**config.mk**
```make
export PLATFORM = sky130hd
export DESIGN_NAME = jtdd_char_rom_flat
export DESIGN_NICKNAME = d
export VERILOG_FILES = /design/src/rtl/jtdd_char_rom_if.sv /design/src/rtl/jtdd_char_rom.sv /design/src/flat_wrapper.sv
export SDC_FILE = /design/constraint.sdc
export NUM_CORES = 1
export LEC_CHECK = 0
export ABC_AREA = 1
export CAP_MARGIN = 15
export CELL_PAD_IN_SITES_DETAIL_PLACEMENT = 1
export CELL_PAD_IN_SITES_GLOBAL_PLACEMENT = 1
export CORE_MARGIN = 2
export CORE_UTILIZATION = 34
export DETAILED_ROUTE_END_ITERATION = 8
export GPL_TIMING_DRIVEN = 0
export PLACE_DENSITY = 0.82
export SLEW_MARGIN = 20
export SYNTH_ARGS = -nofsm -noshare
export SYNTH_HDL_FRONTEND = slang
export SYNTH_SLANG_ARGS = --single-unit
```
**constraint.sdc**
```tcl
create_clock -name clk -period 2.2 [get_ports clk]
set_input_delay 0.33 -clock clk [delete_from_list [all_inputs] [get_ports clk]]
set_output_delay 0.33 -clock clk [all_outputs]
set_load 0.05 [all_outputs]
```
**src/rtl/jtdd_char_rom_if.sv**
```systemverilog
// jtdd_char_rom_if
// Bundles the character-ROM fetch signals between the video layer, the
// character ROM fetcher and the SDRAM arbiter port.
//   char_addr   byte address requested by video (held until rom_ok)
//   rom_data    ROM byte for char_addr
//   rom_ok      rom_data valid
//   sdram_req   SDRAM read request, level, held until acknowledged
//   sdram_addr  SDRAM 16-bit-word address
//   sdram_ack   one-cycle pulse: request accepted
//   data_rdy    one-cycle pulse: data_read valid
//   data_read   SDRAM read data
// Modports:
//   slave  - the fetcher (jtdd_char_rom)
//   master - the environment driving char_addr and the SDRAM responses
interface jtdd_char_rom_if;
  logic [14:0] char_addr;
  logic [7:0]  rom_data;
  logic        rom_ok;
  logic        sdram_req;
  logic [21:0] sdram_addr;
  logic        sdram_ack;
  logic        data_rdy;
  logic [31:0] data_read;

  modport slave (
    input  char_addr, sdram_ack, data_rdy, data_read,
    output rom_data, rom_ok, sdram_req, sdram_addr
  );

  modport master (
    output char_addr, sdram_ack, data_rdy, data_read,
    input  rom_data, rom_ok, sdram_req, sdram_addr
  );
endinterface

```
**src/rtl/jtdd_char_rom.sv**
```systemverilog
// jtdd_char_rom
// Character ROM fetcher with a one-line, 32-bit cache. Video presents a byte
// address; on a hit the byte is returned one cycle later, on a miss the
// containing 32-bit word is read from SDRAM and cached.
// Parameters:
//   CHAR_OFFSET  SDRAM word address of char ROM byte 0
//   TIMEOUT      cycles allowed per SDRAM phase (timeout build only)
// Ports:
//   clk          system clock
//   rst          synchronous, active-high reset
//   downloading  ROM download in progress: blocks and invalidates the fetcher
//   bus          jtdd_char_rom_if.slave (video request/response + SDRAM port)
// Configuration macro:
//   JTDD_CHARROM_TIMEOUT_EN  abort a REQ/WAIT phase after TIMEOUT cycles
module jtdd_char_rom #(
  parameter logic [21:0] CHAR_OFFSET = 22'h0,
  parameter logic [7:0]  TIMEOUT     = 8'd255
) (
  input  logic           clk,
  input  logic           rst,
  input  logic           downloading,
  jtdd_char_rom_if.slave bus
);

  typedef enum logic [1:0] {IDLE, REQ, WAIT} state_t;

  state_t      state;
  logic        valid;
  logic [12:0] tag;
  logic [31:0] word;
  logic [12:0] fetch_tag;

  // Hit test and byte select look at the cache as it stands before the edge.
  logic        hit;
  logic [7:0]  sel_byte;

  assign hit      = valid && (tag == bus.char_addr[14:2]);
  assign sel_byte = word[{bus.char_addr[1:0], 3'b000} +: 8];

`ifdef JTDD_CHARROM_TIMEOUT_EN
  logic [7:0] cnt;
  logic       expired;

  // Abort on the TIMEOUT-th cycle spent in the phase.
  assign expired = (cnt == TIMEOUT - 8'd1);
`else
  logic unused_timeout;
  assign unused_timeout = ^TIMEOUT;
`endif

  // NOTE: all state is updated with non-blocking assignments so every branch
  // below sees the pre-edge values, independent of statement order.
  always_ff @(posedge clk) begin
    if (rst) begin
      state          <= IDLE;
      valid          <= 1'b0;
      tag            <= '0;
      word           <= '0;
      fetch_tag      <= '0;
      bus.rom_data   <= 8'h00;
      bus.rom_ok     <= 1'b0;
      bus.sdram_req  <= 1'b0;
      bus.sdram_addr <= CHAR_OFFSET;
`ifdef JTDD_CHARROM_TIMEOUT_EN
      cnt            <= '0;
`endif
    end else if (downloading) begin
      // Download owns the ROM: drop any fetch and forget the cached word.
      state         <= IDLE;
      valid         <= 1'b0;
      bus.rom_ok    <= 1'b0;
      bus.sdram_req <= 1'b0;
    end else begin
      bus.rom_ok   <= hit;
      bus.rom_data <= sel_byte;
`ifdef JTDD_CHARROM_TIMEOUT_EN
      cnt <= cnt + 8'd1;
`endif
      case (state)
        IDLE: begin
          if (!hit) begin
            fetch_tag      <= bus.char_addr[14:2];
            // 22-bit sum wraps modulo 2^22.
            bus.sdram_addr <= CHAR_OFFSET + {8'd0, bus.char_addr[14:2], 1'b0};
            bus.sdram_req  <= 1'b1;
            state          <= REQ;
`ifdef JTDD_CHARROM_TIMEOUT_EN
            cnt            <= '0;
`endif
          end
        end

        REQ: begin
          if (bus.sdram_ack) begin
            bus.sdram_req <= 1'b0;
            if (bus.data_rdy) begin
              word  <= bus.data_read;
              tag   <= fetch_tag;
              valid <= 1'b1;
              state <= IDLE;
            end else begin
              state <= WAIT;
`ifdef JTDD_CHARROM_TIMEOUT_EN
              cnt   <= '0;
`endif
            end
`ifdef JTDD_CHARROM_TIMEOUT_EN
          end else if (expired) begin
            bus.sdram_req <= 1'b0;
            state         <= IDLE;
`endif
          end
        end

        WAIT: begin
          if (bus.data_rdy) begin
            word  <= bus.data_read;
            tag   <= fetch_tag;
            valid <= 1'b1;
            state <= IDLE;
`ifdef JTDD_CHARROM_TIMEOUT_EN
          end else if (expired) begin
            state <= IDLE;
`endif
          end
        end

        default: state <= IDLE;
      endcase
    end
  end

endmodule

```
**src/flat_wrapper.sv**
```systemverilog
// flat-port wrapper written by rule: the top's interface ports become plain ports
module jtdd_char_rom_flat 
#(
  parameter logic [21:0] CHAR_OFFSET = 22'h0,
  parameter logic [7:0]  TIMEOUT     = 8'd255
)
  (clk, rst, downloading, bus_char_addr, bus_sdram_ack, bus_data_rdy, bus_data_read, bus_rom_data, bus_rom_ok, bus_sdram_req, bus_sdram_addr);
  jtdd_char_rom_if bus_i ();
  input  logic clk;
  input  logic rst;
  input  logic downloading;
  input wire logic [$bits(bus_i.char_addr)-1:0] bus_char_addr;
  input wire logic [$bits(bus_i.sdram_ack)-1:0] bus_sdram_ack;
  input wire logic [$bits(bus_i.data_rdy)-1:0] bus_data_rdy;
  input wire logic [$bits(bus_i.data_read)-1:0] bus_data_read;
  output wire logic [$bits(bus_i.rom_data)-1:0] bus_rom_data;
  output wire logic [$bits(bus_i.rom_ok)-1:0] bus_rom_ok;
  output wire logic [$bits(bus_i.sdram_req)-1:0] bus_sdram_req;
  output wire logic [$bits(bus_i.sdram_addr)-1:0] bus_sdram_addr;
  assign bus_i.char_addr = bus_char_addr;
  assign bus_i.sdram_ack = bus_sdram_ack;
  assign bus_i.data_rdy = bus_data_rdy;
  assign bus_i.data_read = bus_data_read;
  assign bus_rom_data = bus_i.rom_data;
  assign bus_rom_ok = bus_i.rom_ok;
  assign bus_sdram_req = bus_i.sdram_req;
  assign bus_sdram_addr = bus_i.sdram_addr;
  jtdd_char_rom #(.CHAR_OFFSET(CHAR_OFFSET), .TIMEOUT(TIMEOUT)) u_core (.clk(clk), .rst(rst), .downloading(downloading), .bus(bus_i));
endmodule
```
* Word level (Yosys, flattened, before mapping)
Cells that the tools add are included.
** Storage, ports and cells
- Register bits :: 71
- Latch bits :: 0
- RAM bits :: 0
- ROM bits :: 0
- Logic and storage cells :: 44
- Memories kept :: 0
** Cells by class
- Add/subtract/negate cells :: 0
- $mul :: 0
- Div/mod/pow operators :: 0
- Magnitude comparators :: 0
- Equality and inequality tests :: 6
- Shift operators :: 1
- Mux-type cells :: 17
- Bitwise logic cells :: 2
- Reductions and logical operators :: 10
** Operators with widths (count)
- 32-bit 2-to-1 mux :: 2
- 32-bit one-hot mux with 2 select lines :: 1
- 32-bit by 6-bit indexed part select with 8-bit output :: 1
- 13-bit 2-to-1 mux :: 2
- 13-bit one-hot mux with 2 select lines :: 1
- 13-bit equality test :: 1
- 3-bit AND reduction :: 4
- 2-bit 2-to-1 mux :: 4
- 2-bit inequality test, second input constant :: 3
- 2-bit one-hot mux with 3 select lines :: 1
- 1-bit 2-to-1 mux :: 4
- 1-bit one-hot mux with 2 select lines :: 2
- 2-bit nonzero test :: 2
- 2-bit by 1-bit equality test with 1-bit output, second input constant :: 1
- 2-bit equality test, second input constant :: 1
- 2-bit zero test :: 1
- 1-bit inverter :: 2
- 2-bit AND reduction :: 1
- 2-bit OR reduction :: 1
- 1-bit logical AND :: 1

* Longest topological paths before layout
Gate-level depths: netlist of the first run.
- Word-level depth :: 4
- Mapped depth :: 11
- Mapped depth without buffers :: 10

* Least setup slack after synthesis of the first run
OpenSTA, ideal clock, no wires.
- Kind :: register to register
- Start :: register u_core.state[1]
- End :: register u_core.word[13]
- Data arrival time :: 1409 ps
- Setup slack :: 671 ps
- Stages on the path, launching flop included :: 11
- Cells stage by stage :: dfxtp_1 -> inv_1 -> ha_1 -> inv_1 -> nor2_2 -> nor2_1 -> nand3_2 -> buf_4 -> buf_2 -> o21ai_0 -> a21oi_1
** Between the ends
- Word-level cells in the longest chain between the ends :: 3
** Ends and longest elaborated chain
- start: declaration :: line jtdd_char_rom.sv:27 : state_t state;
- start signal: assignment :: line jtdd_char_rom.sv:55 : state <= IDLE;
- start signal: assignment :: line jtdd_char_rom.sv:69 : state <= IDLE;
- start signal: assignment :: line jtdd_char_rom.sv:86 : state <= REQ;
- 2-bit by 1-bit equality test with 1-bit output or 2-bit equality test (tied branches) :: line jtdd_char_rom.sv:79 : case (state)
- 2-bit inequality test (no line) or 2-bit nonzero test (tied branches)
- 3-bit AND reduction (no line)
- end signal: assignment :: line jtdd_char_rom.sv:97 : word <= bus.data_read;
- end signal: assignment :: line jtdd_char_rom.sv:117 : word <= bus.data_read;
- end: declaration :: line jtdd_char_rom.sv:30 : logic [31:0] word;
Parallel ways exist; a longest one is shown, timed or not.
A chain may end at the register's enable or synchronous reset.

* Worst setup path in the final report of the first run
- Start :: register u_core.state[1]
- End :: register u_core.word[3]
The elaborated chain is that of the path after synthesis.

==> results of run 1 <==
[worst max-delay path, stage by stage, from the launching register on]
cell and delay, ns:
sky130_fd_sc_hd__dfxtp_1 0.37, sky130_fd_sc_hd__inv_1 0.08, sky130_fd_sc_hd__ha_1 0.21, sky130_fd_sc_hd__inv_1 0.11
sky130_fd_sc_hd__nor2_2 0.06, sky130_fd_sc_hd__nor2_1 0.17, sky130_fd_sc_hd__nand3_2 0.13, sky130_fd_sc_hd__buf_4 0.20
sky130_fd_sc_hd__buf_2 0.17, sky130_fd_sc_hd__o21ai_0 0.27, sky130_fd_sc_hd__nor2_1 0.06
[stage by stage]
step                      total power [mW]  util (%)  worst slack (ns)  hold WS, ns  instance area (µm²)
after global placement               2.045     45.05            0.1723       0.4456                 4183
after global routing                 3.283     47.28            0.1052       0.4988                 4389
after CTS                            3.157     47.28            0.2745       0.4610                 4389
final                                3.142     47.28            0.2792       0.4584                 4389
after detailed placement             2.069     45.05            0.1174       0.4495                 4183
after floorplan                      1.815         -            0.6714       0.4292                 3291
[power breakdown]
part / switching, mW / total, mW / internal (mW)
logic: 0.394 / 0.643 / 0.250
clock network: 0.538 / 1.10 / 0.560
registers: 0.0447 / 1.40 / 1.36
total: 0.976 / 3.14 / 2.17
[cell families (layout without fill, tap and decap cells)]
kind of cell,Yosys count,count (layout),share of synthesized area (%)
AO/OA/AOI/OAI,125,125,20.64
XOR/XNOR,2,2,0.5373
buffers and inverters,90,179,12.28
flip-flops,71,71,43.59
AND/OR/NAND/NOR,175,175,21.68
other,1,9,0.1150
adder cells (fa/ha/maj),3,3,1.151
[per-layer routing]
layer  global-route usage (%)  wire, µm
met1                    26.64      4626
met2                    37.04      5171
met3                    3.488       529
met4                    7.795       117
met5                        0         0
[Yosys cell counts (all sizes together)]
library cell,count
nor3,1
nor2,86
xnor2,2
o221ai,6
nand3,22
nand2,64
o21ai,62
clkbuf,11
ha,3
a21oi,47
buf,23
o211ai,4
conb,1
inv,56
dfxtp,71
nand3b,1
o21a,6
nand4,1
[flip-flops by register name, summed over array words and instances, names as in the netlist]
register,flops
u_core.fetch_tag,13
u_core.word,32
u_core.bus.rom_data,8
u_core.tag,13
u_core.state,2
u_core.bus.sdram_req,1
u_core.valid,1
u_core.bus.rom_ok,1
[cell type report]
class / instances / area [µm²] / share of cell area, %
buffer: 34 / 190.2 / 4.333
inverter: 56 / 210.2 / 4.789
clock inverter: 6 / 68.82 / 1.568
sequential: 71 / 1421 / 32.38
tap: 129 / 161.4 / 3.677
multi-input combinational: 314 / 1469 / 33.47
clock buffer: 10 / 137.6 / 3.136
timing repair buffer: 73 / 730.7 / 16.65
[path summary, 6_finish.rpt]
path / start / end / slack, ns
setup / recovery: u_core.state[1]$_SDFFE_PP0P_ / u_core.word[3]$_SDFFE_PP0P_ / 0.28
hold reg to reg: u_core.bus.sdram_req$_SDFFE_PP0P_ / u_core.bus.sdram_req$_SDFFE_PP0P_ / 0.46
hold / removal: u_core.bus.sdram_req$_SDFFE_PP0P_ / u_core.bus.sdram_req$_SDFFE_PP0P_ / 0.46
setup reg to reg: u_core.state[1]$_SDFFE_PP0P_ / u_core.word[3]$_SDFFE_PP0P_ / 0.28
==> results.tsv, run 1 <==
stage	metric	value	unit
route	Via density	4.906	
synth	Syn Inst Count	467	
floorplan	top-level I/O count	84	
synth	netlist area before placement	3261	µm²
synth	Cell variety after synth	23	
floorplan	Core ar.	9284	µm²
finish	fraction of layout cells with a size suffix above 1	7.801	%
setup_path	Worst Setup Start Kind	register	
route	total vias in the final route	3400	
floorplan	die outline height	101.9	µm
route	total length of routed wires	10440	µm
setup_path	Data required, critical path	2.44	ns
placement	half-perimeter wire length of the detailed placement result	7915	µm
clock_tree	H-tree depth	3	
setup_path	kind of critical path	reg2reg	
placement	cell count after placement	677	
sta	Final Setup Violations	0	
pwr	IR Drop Worst-Case VDD	0.3083	mV
synth	cells taking the most area after synthesis	sky130_fd_sc_hd__dfxtp_1, sky130_fd_sc_hd__nor2_1, sky130_fd_sc_hd__o21ai_0, sky130_fd_sc_hd__a21oi_1, sky130_fd_sc_hd__nand2_1	
sta	upper clock frequency limit	0.5206	GHz
setup_path	worst endpoint data arrival time	2.16	ns
finish	filler instances	1213	
global_route	largest net degree at the start of global routing	14	
finish	most common cell after layout, fill and taps aside	sky130_fd_sc_hd__nor2_1	
sta	Final Hold Violating Endpoints	0	
clock_tree	Longest Clk Path Bufs	2	
sta	fin crit share	87.31	%
synth	sequential share of the synthesized area	43.59	%
placement	routability congestion estimate from global placement	0.8986	
sta	final setup TNS	0	ns
sta	number of pins with negative max-slew slack in the final report	0	
clock_tree	later-pin clock latency in the skew report	0.36	ns
pwr	P_leak	1.855	nW
finish	# diodes	0	
sta	clock skew after layout	0.01010	ns
pwr	P per Cell Area	715.8	nW/µm²
synth	synth warn	0	
route	antenna-violating nets left	0	
worst_hold_path	number of cells traversed by the worst hold path	2	
clock_tree	post-CTS setup-driven buffer insertion count	0	
sta	final critical delay including setup and external delays	1.921	ns
finish	top library cells by usage in the layout, fill and taps aside	sky130_fd_sc_hd__nor2_1, sky130_fd_sc_hd__clkdlybuf4s50_1, sky130_fd_sc_hd__dfxtp_1	
floorplan	effective utilization at floorplan	35.12	%
global_route	remaining global-route overflow	0	
global_route	via count of the first global-routing pass	3491	
setup_path	CP Capture Type	register	
clock_tree	number of buffers added by the clock tree synthesis step	9	
route	Initial DRT Pass Iterations	4	
clock_tree	clock transition at the registers of the reported paths	0.08	ns
synth	proportion of netlist area held by the largest area contributor	43.59	%
worst_hold_path	worst min path class	reg2reg	
sta	unrepaired setup endpoints after global routing	no	
synth	dominant cell type by area after synthesis	sky130_fd_sc_hd__dfxtp_1	
route	drc violations	0	
synth	#FFs+latches synth	71	
sta	max-slew headroom at the worst pin	60.89	%
setup_path	count of cells along the worst register-to-register path	10	
placement	Buffers on Ports	73	
job	number of violations of the max-capacitance limit	0	
global_route	antenna violations before repair	0	
setup_path	maximum fanout count along the critical path	10	
clock_tree	CTS root buf	sky130_fd_sc_hd__clkbuf_8	
route	drt initial violations	157	
status	outcome	finished clean	
synth	post-synthesis average cell area	6.982	µm²
clock_tree	clock tree from TritonCTS	built	
clock_tree	number of gates resized after CTS	0	
global_route	Total GRT Usage	21.32	%
finish	net count reported at finish	614	
route	routed length per placed instance	15.07	µm
finish	Area growth syn-to-layout	34.61	%
global_route	wire length of the first global-routing pass	17130	µm
finish	Non-Filler Instances	693	
floorplan	number of core rows	35	
clock_tree	Sinks on Clock Net	71	
floorplan	Die Area	10390	µm²
floorplan	x dimension of the die	101.9	µm
clock_tree	total of hold buffers inserted after clock tree synthesis	0	
sta	worst slew pin tran	0.5845	ns
(Power assumes the default switching activity.)
==> run 2, diff against run 1 <==
==> constraint.sdc (replaced) <==
create_clock -name clk -period 1.8 [get_ports clk]
set_input_delay 0.27 -clock clk [delete_from_list [all_inputs] [get_ports clk]]
set_output_delay 0.27 -clock clk [all_outputs]
set_load 0.05 [all_outputs]
==> run 2 against run 1 <==
Against the previous run: flip-flop and latch count unchanged; power grew 22%; cell count did not move; worst hold slack lost 0.0025 ns; highest routed layer unchanged.
==> results.tsv, run 2 (same netlist as run 1, synthesis figures left out) <==
stage	metric	value	unit	change
status	outcome	finished clean		
setup_path	count of cells along the worst register-to-register path	8		-2
sta	clock skew after layout	0.009455	ns	-0.0006405 ns
setup_path	Data required, critical path	1.53	ns	-0.91 ns
setup_path	worst endpoint data arrival time	1.44	ns	-0.72 ns
route	antenna-violating nets left	0		unchanged
finish	top register by number of flip-flops	u_core.word		
sta	Final Setup Violations	0		unchanged
finish	net count reported at finish	614		unchanged
finish	top library cells by usage in the layout, fill and taps aside	sky130_fd_sc_hd__nor2_1, sky130_fd_sc_hd__dfxtp_1, sky130_fd_sc_hd__nand2_1		
setup_path	kind of critical path	reg2out		
setup_path	critical register-to-register path startpoint	u_core.state[0]$_SDFFE_PP0P_		
finish	post-route cell area	4457	µm²	+1.5%
placement	half-perimeter wire length of the detailed placement result	7915	µm	unchanged
sta	worst slew pin tran	0.5616	ns	-0.02294 ns
clock_tree	later-pin clock latency in the skew report	0.35	ns	about the same
global_route	remaining global-route overflow	0		unchanged
placement	Buffers on Ports	73		unchanged
route	total vias in the final route	3422		+0.65%
route	Via density	4.938		+0.65%
clock_tree	Longest Clk Path Bufs	2		unchanged
setup_path	highest-delay cell along the critical path	sky130_fd_sc_hd__clkdlybuf4s50_1		
floorplan	die outline height	101.9	µm	unchanged
floorplan	effective utilization at floorplan	35.12	%	unchanged
pwr	IR Drop Worst-Case VDD	0.3792	mV	+23%
floorplan	Core ar.	9284	µm²	unchanged
finish	final core utilization	48.01	%	+0.73 points
setup_path	chain of cells forming the critical path	clkdlybuf4s50_1		
clock_tree	H-tree depth	3		unchanged
setup_path	instance count on the critical path	1		-9
route	total met3 wirelength after detailed routing	439	µm	-17%
floorplan	x dimension of the die	101.9	µm	unchanged
route	drt initial violations	135		-14%
setup_path	worst reg-to-reg setup slack	0.09	ns	-0.19 ns
global_route	largest net degree at the start of global routing	14		unchanged
clock_tree	number of buffers added by the clock tree synthesis step	9		unchanged
setup_path	total buffers and inverters traversed by the critical path	1		-3
finish	registers with the highest flip-flop counts	u_core.word x32, u_core.fetch_tag x13, u_core.tag x13		
pwr	P_leak	2.057	nW	+11%
finish	most common cell after layout, fill and taps aside	sky130_fd_sc_hd__nor2_1		
floorplan	number of core rows	35		unchanged
floorplan	top-level I/O count	84		unchanged
route	routed length per placed instance	15.23	µm	+1.0%
global_route	antenna violations before repair	0		unchanged
sta	minimum hold slack	0.4559	ns	-0.002454 ns
clock_tree	total of hold buffers inserted after clock tree synthesis	0		unchanged
floorplan	Die Area	10390	µm²	unchanged
setup_path	Worst Setup Start Kind	register		
route	drc violations	0		unchanged
sta	fin crit share	94.96	%	
finish	fraction of layout cells with a size suffix above 1	10.64	%	+2.8 points
route	sum of routed wire segments on met1	4678	µm	+1.1%
sta	unrepaired setup endpoints after global routing	yes		
clock_tree	clock tree from TritonCTS	built		
placement	placed cell area	4183	µm²	unchanged
sta	upper clock frequency limit	0.5850	GHz	
sta	number of pins with negative max-slew slack in the final report	0		unchanged
sta	Final Hold Violating Endpoints	0		unchanged
finish	filler instances	1204		-0.74%
setup_path	endpoint of the worst register-to-register path	u_core.fetch_tag[9]$_SDFFE_PP0P_		
finish	Largest register FFs	32		unchanged
finish	Area growth syn-to-layout	36.68	%	
setup_path	CP peak stage delay	0.79	ns	+0.42 ns
pwr	P per Cell Area	862.0	nW/µm²	+20%
global_route	via count of the first global-routing pass	3489		-0.057%
setup_path	CP Capture Type	output pin		
sta	max-slew headroom at the worst pin	62.56	%	+1.7 points
placement	routability congestion estimate from global placement	0.8986		unchanged
global_route	Total GRT Usage	21.32	%	unchanged
global_route	wire length of the first global-routing pass	17130	µm	unchanged
setup_path	maximum fanout count along the critical path	1		-9
setup_path	critical path's top delay family	buffers and inverters		
route	Initial DRT Pass Iterations	5		+1
clock_tree	CTS root buf	sky130_fd_sc_hd__clkbuf_8		
worst_hold_path	number of cells traversed by the worst hold path	2		unchanged
finish	# diodes	0		unchanged
clock_tree	clock transition at the registers of the reported paths	0.07	ns	about the same
sta	final critical delay including setup and external delays	1.709	ns	
setup_path	capture point of the worst path	bus_rom_ok		
route	total length of routed wires	10550	µm	+1.0%
job	number of violations of the max-capacitance limit	0		unchanged
worst_hold_path	worst min path class	reg2reg		
clock_tree	Sinks on Clock Net	71		unchanged
route	met2 wirelength from detailed routing	5273	µm	+2.0%
route	highest routed layer	met4		
setup_path	startpoint of the most critical setup path	u_core.bus.rom_ok$_SDFF_PP0_		
run 2: cell types whose count changed in the layout (fill, tap and decap cells not counted), sizes merged:
cell	before	now
clkdlybuf4s50	73	51
dlygate4sd2	0	14
dlymetal6s2s	0	8
buf	23	20
clkbuf	21	24
run 2: timing repair:
item / CTS / global route
setup buffers: 0 / 0
endpoints found under the setup margin: 50 / 56
gates resized for setup: 23 / 44
run 2: worst min-delay path by stage:
stage / start / end / slack [ns]
after floorplan: u_core.word[24]$_SDFFE_PP0P_ / u_core.word[24]$_SDFFE_PP0P_ / 0.43
after global placement: u_core.bus.sdram_req$_SDFFE_PP0P_ / u_core.bus.sdram_req$_SDFFE_PP0P_ / 0.45
after detailed placement: u_core.bus.sdram_req$_SDFFE_PP0P_ / u_core.bus.sdram_req$_SDFFE_PP0P_ / 0.45
after CTS: u_core.bus.sdram_req$_SDFFE_PP0P_ / u_core.bus.sdram_req$_SDFFE_PP0P_ / 0.46
after global routing: u_core.word[13]$_SDFFE_PP0P_ / u_core.word[13]$_SDFFE_PP0P_ / 0.50
final: u_core.bus.sdram_req$_SDFFE_PP0P_ / u_core.bus.sdram_req$_SDFFE_PP0P_ / 0.46
run 2: per-layer routing:
layer / track usage [%] / vias to the layer above
met2: 37.04 / 73
met1: 26.64 / 1664
met4: 7.795 / 0
met5: 0 / -
li1: - / 1671
met3: 3.488 / 14
run 2: where the power goes:
group	leakage (nW)	total [mW]	switching, mW	internal (mW)
Sequential	0.580	1.71	0.0539	1.66
Clock	0.103	1.34	0.658	0.685
Combinational	1.37	0.788	0.493	0.295
run 2: area by class of cell:
| class | instances | area, µm² | area share [%] |
|---|---|---|---|
| well taps | 129 | 161.4 | 3.622 |
| clock buffers | 10 | 137.6 | 3.088 |
| repair buffers | 73 | 733.2 | 16.45 |
| plain buffers | 34 | 209.0 | 4.688 |
| clock inverters | 6 | 68.82 | 1.544 |
| flip-flops and latches | 71 | 1423 | 31.92 |
| inverters | 56 | 210.2 | 4.716 |
| multi-input cells | 314 | 1514 | 33.97 |
run 2: metrics by stage:
step | std cells | setup TNS (ns) | power, mW | worst slack (ns)
after floorplan | 475 | 0 | 2.218 | 0.2714
after global placement | 677 | -4.536 | 2.500 | -0.1677
after detailed placement | 677 | -7.151 | 2.529 | -0.2226
after CTS | 693 | 0 | 3.842 | 0.002312
after global routing | 693 | -0.02567 | 4.013 | -0.01375
final | 693 | 0 | 3.842 | 0.09070
run 2: worst reg2reg max path: cells and delay by family, from the launching register on:
kind          cells  cell delay [ns]
buf+inv           3             0.53
simple gates      4             0.56
flops             1             0.32
fa+ha+maj         1             0.20
==> run 3, diff against run 2 <==
--- a/config.mk
+++ b/config.mk
@@ -11,9 +11,11 @@
 export CELL_PAD_IN_SITES_GLOBAL_PLACEMENT = 1
 export CORE_MARGIN = 2
 export CORE_UTILIZATION = 34
+export CTS_CLUSTER_SIZE = 10
 export DETAILED_ROUTE_END_ITERATION = 8
 export GPL_TIMING_DRIVEN = 0
 export PLACE_DENSITY = 0.82
+export SETUP_SLACK_MARGIN = 0.15
 export SLEW_MARGIN = 20
 export SYNTH_ARGS = -nofsm -noshare
 export SYNTH_HDL_FRONTEND = slang
==> run 3 against run 2 <==
Against the previous run: power grew 1.5%; critical endpoint is now u_core.tag[1]$_SDFFE_PP0P_; global-route usage up 0.37 points; die area is the same; non-clock buffer count rose by 8; first-iteration DRC count rose by 40%; register-to-register slack better by 0.07 ns.
==> results.tsv, run 3 (same netlist as run 1, synthesis figures left out) <==
stage	metric	value	unit	change
status	outcome	finished clean		
sta	worst slew pin tran	0.5607	ns	-0.0009176 ns
sta	number of pins with negative max-slew slack in the final report	0		unchanged
finish	Largest register FFs	32		unchanged
finish	top library cells by usage in the layout, fill and taps aside	sky130_fd_sc_hd__nor2_1, sky130_fd_sc_hd__dfxtp_1, sky130_fd_sc_hd__nand2_1		
route	total vias in the final route	3468		+1.3%
global_route	remaining global-route overflow	0		unchanged
placement	Setup WS pre-CTS	-0.2226	ns	unchanged
floorplan	effective utilization at floorplan	35.12	%	unchanged
global_route	antenna violations before repair	0		unchanged
setup_path	critical path's top delay family	buffers and inverters		
clock_tree	clock transition at the registers of the reported paths	0.08	ns	about the same
setup_path	kind of critical path	reg2reg		
clock_tree	number of buffers added by the clock tree synthesis step	9		unchanged
route	routed length per placed instance	16.07	µm	+5.5%
route	drt initial violations	189		+40%
sta	Worst Setup Slack, final	0.1644	ns	+0.07369 ns
floorplan	top-level I/O count	84		unchanged
setup_path	maximum fanout count along the critical path	5		+4
job	number of violations of the max-capacitance limit	0		unchanged
finish	Area growth syn-to-layout	43.98	%	
sta	clock skew after layout	0.01041	ns	+0.0009542 ns
setup_path	critical register-to-register path startpoint	u_core.state[1]$_SDFFE_PP0P_		
setup_path	cell repeated most along the worst path	sky130_fd_sc_hd__nor2_4		
sta	fin crit share	90.87	%	-4.1 points
route	drc violations	0		unchanged
floorplan	number of core rows	35		unchanged
pwr	IR Drop Worst-Case VDD	0.3814	mV	+0.58%
setup_path	chain of cells forming the critical path	inv_2, ha_4, inv_4, nor2_4, nor2_4, nand3_4, buf_6, buf_2, o21ai_0, a21oi_1		
finish	top register by number of flip-flops	u_core.word		
sta	minimum hold slack	0.3198	ns	-0.1361 ns
route	total length of routed wires	11280	µm	+6.9%
clock_tree	Sinks on Clock Net	71		unchanged
floorplan	die outline height	101.9	µm	unchanged
finish	most common cell after layout, fill and taps aside	sky130_fd_sc_hd__nor2_1		
sta	final critical delay including setup and external delays	1.636	ns	-0.07369 ns
clock_tree	later-pin clock latency in the skew report	0.36	ns	about the same
placement	routability congestion estimate from global placement	0.8986		unchanged
pwr	P_leak	2.097	nW	+1.9%
pwr	Total Power	3.898	mW	+1.5%
clock_tree	clock tree from TritonCTS	built		
route	Via density	4.940		about the same
finish	net count reported at finish	623		+1.5%
global_route	wire length of the first global-routing pass	17390	µm	+1.5%
pwr	P per Cell Area	830.3	nW/µm²	-3.7%
global_route	largest net degree at the start of global routing	14		unchanged
global_route	via count of the first global-routing pass	3526		+1.1%
setup_path	highest-delay cell along the critical path	sky130_fd_sc_hd__dfxtp_2		
setup_path	Worst Setup Start Kind	register		
setup_path	total buffers and inverters traversed by the critical path	4		+3
placement	Buffers on Ports	73		unchanged
clock_tree	Longest Clk Path Bufs	2		unchanged
route	Initial DRT Pass Iterations	4		-1
sta	Final Hold Violating Endpoints	0		unchanged
setup_path	Data required, critical path	2.04	ns	+0.51 ns
setup_path	CP peak stage delay	0.36	ns	-0.43 ns
worst_hold_path	worst min path class	in2reg		
placement	half-perimeter wire length of the detailed placement result	7915	µm	unchanged
setup_path	worst endpoint data arrival time	1.88	ns	+0.44 ns
setup_path	startpoint of the most critical setup path	u_core.state[1]$_SDFFE_PP0P_		
worst_hold_path	start point of the worst min-delay path	bus_char_addr[12]		
sta	Final Setup Violations	0		unchanged
sta	upper clock frequency limit	0.6114	GHz	+4.5%
clock_tree	H-tree depth	3		unchanged
finish	fraction of layout cells with a size suffix above 1	16.23	%	+5.6 points
finish	# diodes	0		unchanged
finish	registers with the highest flip-flop counts	u_core.word x32, u_core.fetch_tag x13, u_core.tag x13		
route	antenna-violating nets left	0		unchanged
floorplan	x dimension of the die	101.9	µm	unchanged
sta	unrepaired setup endpoints after global routing	yes		
floorplan	Core ar.	9284	µm²	unchanged
global_route	Total GRT Usage	21.69	%	+0.37 points
setup_path	CP Capture Type	register		
sta	max-slew headroom at the worst pin	62.62	%	about the same
clock_tree	CTS root buf	sky130_fd_sc_hd__clkbuf_8		
floorplan	Die Area	10390	µm²	unchanged
==> run 3: per-stage QoR <==
step	util, %	std cells	TNS (ns)	cell area [µm²]
2_1_floorplan	-	475	0	3291
6_report	50.57	702	0	4695
3_3_place_gp	45.05	677	-4.536	4183
5_1_grt	50.57	702	0	4695
3_5_place_dp	45.05	677	-7.151	4183
4_1_cts	47.57	695	0	4417
==> run 3: layout make-up <==
| type | instances | area (µm²) |
|---|---|---|
| clock inverters | 6 | 68.82 |
| well taps | 129 | 161.4 |
| flip-flops and latches | 71 | 1424 |
| repair buffers | 81 | 803.3 |
| plain buffers | 34 | 244.0 |
| inverters | 56 | 215.2 |
| multi-input cells | 315 | 1640 |
| fillers | 1181 | 4589 |
| clock buffers | 10 | 137.6 |
==> run 3: layer usage <==
layer  up-vias  part of all wire [%]  global-route usage (%)
met5         -                     0                       0
met4         0                   2.1                   8.718
met3        20                   4.5                   3.694
met2        91                    49                   37.40
met1      1670                    44                   26.94
li1       1687                     -                       -
==> run 3: worst paths after layout <==
kind	to	slack (ns)	depth (start not counted)
min reg2reg	u_core.bus.sdram_req$_SDFFE_PP0P_	0.46	2
max	u_core.tag[1]$_SDFFE_PP0P_	0.16	10
max reg2reg	u_core.tag[1]$_SDFFE_PP0P_	0.16	10
min	u_core.fetch_tag[10]$_SDFFE_PP0P_	0.32	5
==> run 3: worst min-delay path, cell delays in order <==
cell and delay [ns]:
sky130_fd_sc_hd__dlymetal6s2s_1 0.11, sky130_fd_sc_hd__inv_1 0.07, sky130_fd_sc_hd__nand3_1 0.08, sky130_fd_sc_hd__nand2_1 0.05, sky130_fd_sc_hd__nor2_1 0.07
==> run 3: timing repair <==
item                       4_1_cts  5_1_grt
cloned                           1        3
hold buffers                     0        0
setup endpoints to repair       80       67
pin swaps                        1        9
hold endpoints to repair         0        0
buffers inserted                 1        4
resized for setup               55       66
==> run 3: power breakdown <==
part / internal, mW / switching, mW / leakage [nW]
Combinational: 0.312 / 0.521 / 1.41
Sequential: 1.66 / 0.0575 / 0.581
Clock: 0.685 / 0.665 / 0.103
